`src/rtl/dec_24_pkg.sv`:
```
// Shared definitions for the registered 2-to-4 decoder.
//   SEL_W   : width of the select index {a,b}
//   OUT_W   : width of the decoded output
//   onehot4 : maps a 2-bit index to its one-hot 4-bit pattern
//             (00 -> 0001, 01 -> 0010, 10 -> 0100, 11 -> 1000)
package dec_pkg;

  localparam int SEL_W = 2;
  localparam int OUT_W = 4;

  function automatic logic [OUT_W-1:0] onehot4(input logic [SEL_W-1:0] idx);
    logic [OUT_W-1:0] r;
    r      = '0;
    r[idx] = 1'b1;
    return r;
  endfunction

endpackage

```
`src/rtl/dec_24.sv`:
```
// Registered 2-to-4 line decoder with enable, valid flag and change pulse.
//
// Ports:
//   clk     in   system clock, all state updates on the rising edge
//   rst     in   synchronous active-high reset, priority over all inputs
//   a       in   select MSB
//   b       in   select LSB
//   en      in   decode enable
//   y       out  [3:0] registered one-hot decode of {a,b}; inverted when ACTIVE_LOW
//   y_valid out  registered copy of en
//   y_chg   out  one-cycle pulse when the decoded line differs from the last
//                enabled decode since reset
//
// Parameter:
//   ACTIVE_LOW  when 1, every bit of y is inverted (selected line = 0);
//               y_valid and y_chg keep their active-high sense.
//
// Interface timing: en qualifies {a,b} on the same rising edge; there is no
// back-pressure. Outputs reflect the inputs sampled one edge earlier, with no
// combinational path from any input to any output.
module dec_24
  import dec_pkg::*;
#(
  parameter logic ACTIVE_LOW = 1'b0
) (
  input  logic             clk,
  input  logic             rst,
  input  logic             a,
  input  logic             b,
  input  logic             en,
  output logic [OUT_W-1:0] y,
  output logic             y_valid,
  output logic             y_chg
);

  // Pattern shown on y when no line is selected.
  localparam logic [OUT_W-1:0] IDLE_PAT = {OUT_W{ACTIVE_LOW}};

  logic [SEL_W-1:0] idx;
  logic [OUT_W-1:0] y_q;
  logic             valid_q;
  logic             chg_q;
  logic [SEL_W-1:0] prev_idx;
  logic             prev_vld;

  assign idx = {a, b};

  always_ff @(posedge clk) begin
    if (rst) begin
      y_q      <= IDLE_PAT;
      valid_q  <= 1'b0;
      chg_q    <= 1'b0;
      prev_idx <= '0;
      prev_vld <= 1'b0;
    end else if (en) begin
      // XOR with the idle pattern flips polarity only in active-low builds.
      y_q      <= onehot4(idx) ^ IDLE_PAT;
      valid_q  <= 1'b1;
      chg_q    <= prev_vld && (idx != prev_idx);
      prev_idx <= idx;
      prev_vld <= 1'b1;
    end else begin
      // Disabled cycles leave prev_idx/prev_vld alone so the next enabled
      // decode is compared against the last enabled one.
      y_q      <= IDLE_PAT;
      valid_q  <= 1'b0;
      chg_q    <= 1'b0;
    end
  end

  assign y       = y_q;
  assign y_valid = valid_q;
  assign y_chg   = chg_q;

endmodule

```
`config.mk`:
```
export PLATFORM = sky130hd
export DESIGN_NAME = dec_24
export DESIGN_NICKNAME = d
export VERILOG_FILES = /design/src/rtl/dec_24_pkg.sv /design/src/rtl/dec_24.sv
export SDC_FILE = /design/constraint.sdc
export NUM_CORES = 1
export LEC_CHECK = 0
export CORE_AREA = 2 2 39 41
export CTS_CLUSTER_DIAMETER = 150
export CTS_CLUSTER_SIZE = 14
export DETAILED_ROUTE_END_ITERATION = 10
export DIE_AREA = 0 0 41 43
export PLACE_DENSITY = 0.44
export SLEW_MARGIN = 20
export SYNTH_ARGS = -nofsm -noshare
export SYNTH_HDL_FRONTEND = slang
export SYNTH_SLANG_ARGS = --single-unit
```
`constraint.sdc`:
```
create_clock -name clk -period 1.05 [get_ports clk]
set_clock_uncertainty 0.05 [all_clocks]
set_input_delay 0.105 -clock clk [delete_from_list [all_inputs] [get_ports clk]]
set_output_delay 0.105 -clock clk [all_outputs]
set_load 0.01 [all_outputs]
```
**Word level (Yosys, flattened, before mapping)**

Cells that the tools add are included.

- Magnitude comparators: 2
- Equal/unequal tests: 1
- Mux-type cells: 3
- Bitwise operators: 1
- Reduce and logical (&&, ||, !) cells: 3

Operator list:

| cell | number |
|---|---|
| $lt A2 B3 Y1 const B | 1 |
| $demux W1 S2 | 1 |
| $ge A2 B1 Y1 const B | 1 |
| $logic_and A1 B1 Y1 | 2 |
| $mux W1 | 2 |
| $ne A2 B2 Y1 | 1 |
| $reduce_or A2 Y1 | 1 |
| $not A1 Y1 | 1 |

- Bits in registers: 9
- Logic and storage cells: 15

**Logic depth before layout (Yosys ltp)**

- Depth in word-level cells: 4
- Mapped depth: 2
- Gate-level depth less buffers: 2

**Worst setup path after synthesis**

OpenSTA, ideal clock, no wires.

- Path type: register -> register
- From: reg prev_idx[1]
- To: reg chg_q (netlist: y_chg)
- Data arrival time: 645 ps
- Path slack: 239 ps
- Cell stages (with the launch flop): 3
- Period minus slack after synthesis: 811 ps
- Path through: dfxtp_1 -> xor2_1 -> o211a_1

- Longest elaborated chain between the ends: 2

RTL lines:

| item | line | source |
|---|---|---|
| start: declaration | dec_24.sv:43 | `logic [SEL_W-1:0] prev_idx;` |
| start signal: assignment | dec_24.sv:60 | `prev_idx <= idx;` |
| $ne A2 B2 Y1 | dec_24.sv:59 | `chg_q <= prev_vld && (idx != prev_idx);` |
| $logic_and A1 B1 Y1 | dec_24.sv:59 |  |
| end signal: assignment | dec_24.sv:59 |  |
| end: declaration | dec_24.sv:42 | `logic chg_q;` |

Every way passes these cells.
A chain may end at the register's enable or synchronous reset.

**Worst setup path in the final report**

- From: reg y_q[3] (netlist: y[3])
- To: out y[3]

RTL lines:

| item | line | source |
|---|---|---|
| start: declaration | dec_24.sv:40 | `logic [OUT_W-1:0] y_q;` |
| start signal: assignment | dec_24.sv:57 | `y_q <= onehot4(idx) ^ IDLE_PAT;` |
| end: declaration | dec_24.sv:31 | `output logic [OUT_W-1:0] y,` |

No word-level cell between the ends.

==> impl_metrics.yaml <==
worst_setup_path:
  crit_chain: "dlygate4sd2_1"
  r2r_slack_ns: 0.19
  critPathKind: "register to output pin"
  path_buf_inv: 1
  setup.worst_path.start_class: "register"
  worstSetupEndpointType: "output pin"
  critPathTopFamily: "flip-flops"
  rr_startpoint: "prev_idx[1]"
  crit_slowest_cell: "dfxtp_1"
  timing.rr.end: "y_chg"
  cp.required_ns: 0.89
  crit_arrival_ns: 0.83
  critPathMaxStageDelay_ns: 0.30
  path_max_fanout: 1
  r2r_cells: 2
grt:
  grt-busiest-layer: "met2"
  grt_max_degree: 7
  antenna_found_initial: 0
  grtUsageMet3_pct: 3.14
  grt-ovfl-total: 0
  track_usage_pct: 8.16
  first_global_vias: 203
  grt_use_met1_pct: 8.77
  met2_usage_pct: 10.3
  grt_pass1_wl_um: 855
die:
  ios: 11
  core_um2: 1380
  die_area_um2: 1760
  rows: 14
  die_y_um: 43
  initial_utilization_pct: 21.2
  die_w_um: 41
timing:
  max_freq_mhz: 1010
  grt_setup_unrepaired: "false"
  hold_viol_final: 0
  setup_viol: 0
  relSlewSlack_pct: 87.8
  hold_ws_ns: 0.427
  worst_pin_slew_ns: 0.182
  finalCritPeriodShare_pct: 93.9
  setup-tns-final_ns: 0
  slew_viol_final: 0
  timing.final.crit_period_ns: 0.986
cts:
  cts.sinks: 9
  numCtsBuffers: 3
  clockBufferDepth: 2
  cts_tree: "built"
  h-tree-depth: 1
  clock_latency_ns: 0.26
  clkTransAtPathRegs_ns: 0.06
  post_cts_buffers: 0
  cts_hold_buf: 0
  root_buffer: "clkbuf_4"
  cts-resized-gates: 6
cells_and_area:
  final_cell_mix: "dfxtp_1, dlygate4sd2_1, nor2_1, clkdlybuf4s50_1, buf_4"
  nFillCells: 143
  num_antenna_cells: 0
  drive_gt1_share_pct: 22.0
  final_common_cell: "dfxtp_1"
  final_nets: 47
  instances_no_fill: 57
  final_area_um2: 462
  synthToLayoutAreaGrowth_pct: 57.7
hold_path:
  min-delay-start: "prev_vld"
  whs_endpoint: "y_chg"
  hold_path_class: "register to register"
  min_path_cells: 1
routing:
  routedWlPerCell_um: 9.28
  drtAntennaViolNets: 0
  routed-via-count: 217
  drtPass1Iterations: 2
  wirelength_um: 529
  route.detailed.drc: 0
  drt-vias-per-instance: 3.81
  initialDrtViolationCount: 2
synth:
  syn_area_per_cell_um2: 12.7
  ys_seq_area_share_pct: 61.5
  syn-cell-area_um2: 293
  syn_nets: 28
  synth_top_area_share_pct: 61.5
  synth_largest_area_cell: "dfxtp_1"
  synthCells: 23
  synth_cell_types: 9
  synthTopCellsByArea: "dfxtp_1, mux2i_1, and3b_1"
  synth_seq_cells: 9
  ys_warn_count: 0
run:
  maxCapViolations: 0
place:
  placed_cell_area_um2: 443
  dp_hpwl_um: 404
  numPortBuffers: 10
  gp_congestion: 0.813
  dp.cells: 53
power_and_ir_drop:
  ir_worst_vdd_uv: 364
  power_uw: 707
  leakagePower_uw: 0.000243
  power-per-cell-area_nw_per_um2: 1530
status:
  status: "completed"
report_power, final:
part	total [uW]	internal, uW	switching (uW)
Sequential	362	356	5.75
Clock	269	147	123
Combinational	75.5	45.4	30.1
Total	707	548	158
cells in the mapped netlist, drive strengths merged:
cell type / number
mux2i: 2
xor2: 2
nor3b: 1
nor2: 4
and3b: 2
nor2b: 1
dfxtp: 9
and3: 1
o211a: 1
flip-flops by register name, summed over array words and instances, names as in the netlist:
signal	flops
prev_vld	1
y	4
y_valid	1
y_chg	1
prev_idx	2
worst max-delay path by stage:
stage	startpoint	to	slack, ns	cells past startpoint
6_report	y[3]	y[3]	0.06	1
3_5_place_dp	en	y[0]	-0.13	3
5_1_grt	y_valid	y_valid	0.02	1
3_3_place_gp	a	y_chg	-0.11	3
4_1_cts	y[3]	y[3]	0.06	1
2_1_floorplan	prev_idx[1]	y_chg	0.24	2
through the flow:
step,utilization (%),setup WS [ns]
after global routing,33.4,0.0212
after global placement,32.0,-0.107
after floorplan,-,0.239
after detailed placement,32.0,-0.132
final,33.4,0.0642
after CTS,33.4,0.0567
area by class of cell:
cell class                      count  area (um2)  area share (%)
Multi-Input combinational cell     14         113            24.4
Tap cell                           16        20.0            4.34
Clock buffer                        4        26.3            5.69
Timing Repair Buffer               14         123            26.6
Sequential cell                     9         180            39.0
per-layer routing:
| metal | vias to the layer above | share of wire [%] |
|---|---|---|
| met3 | 2 | 8.7 |
| met4 | 0 | 4.0 |
| met1 | 93 | 39 |
| met5 | - | 0 |
| met2 | 10 | 48 |
| li1 | 112 | - |
cells by family after synthesis:
kind of cell    count (synthesis)  share of synthesized area (%)
compound gates                  1                           3.42
xor+xnor                        2                           5.98
flops                           9                           61.5
mux                             2                           6.84
simple gates                    9                           22.2
No activity file was read; power rests on OpenSTA's default activity.
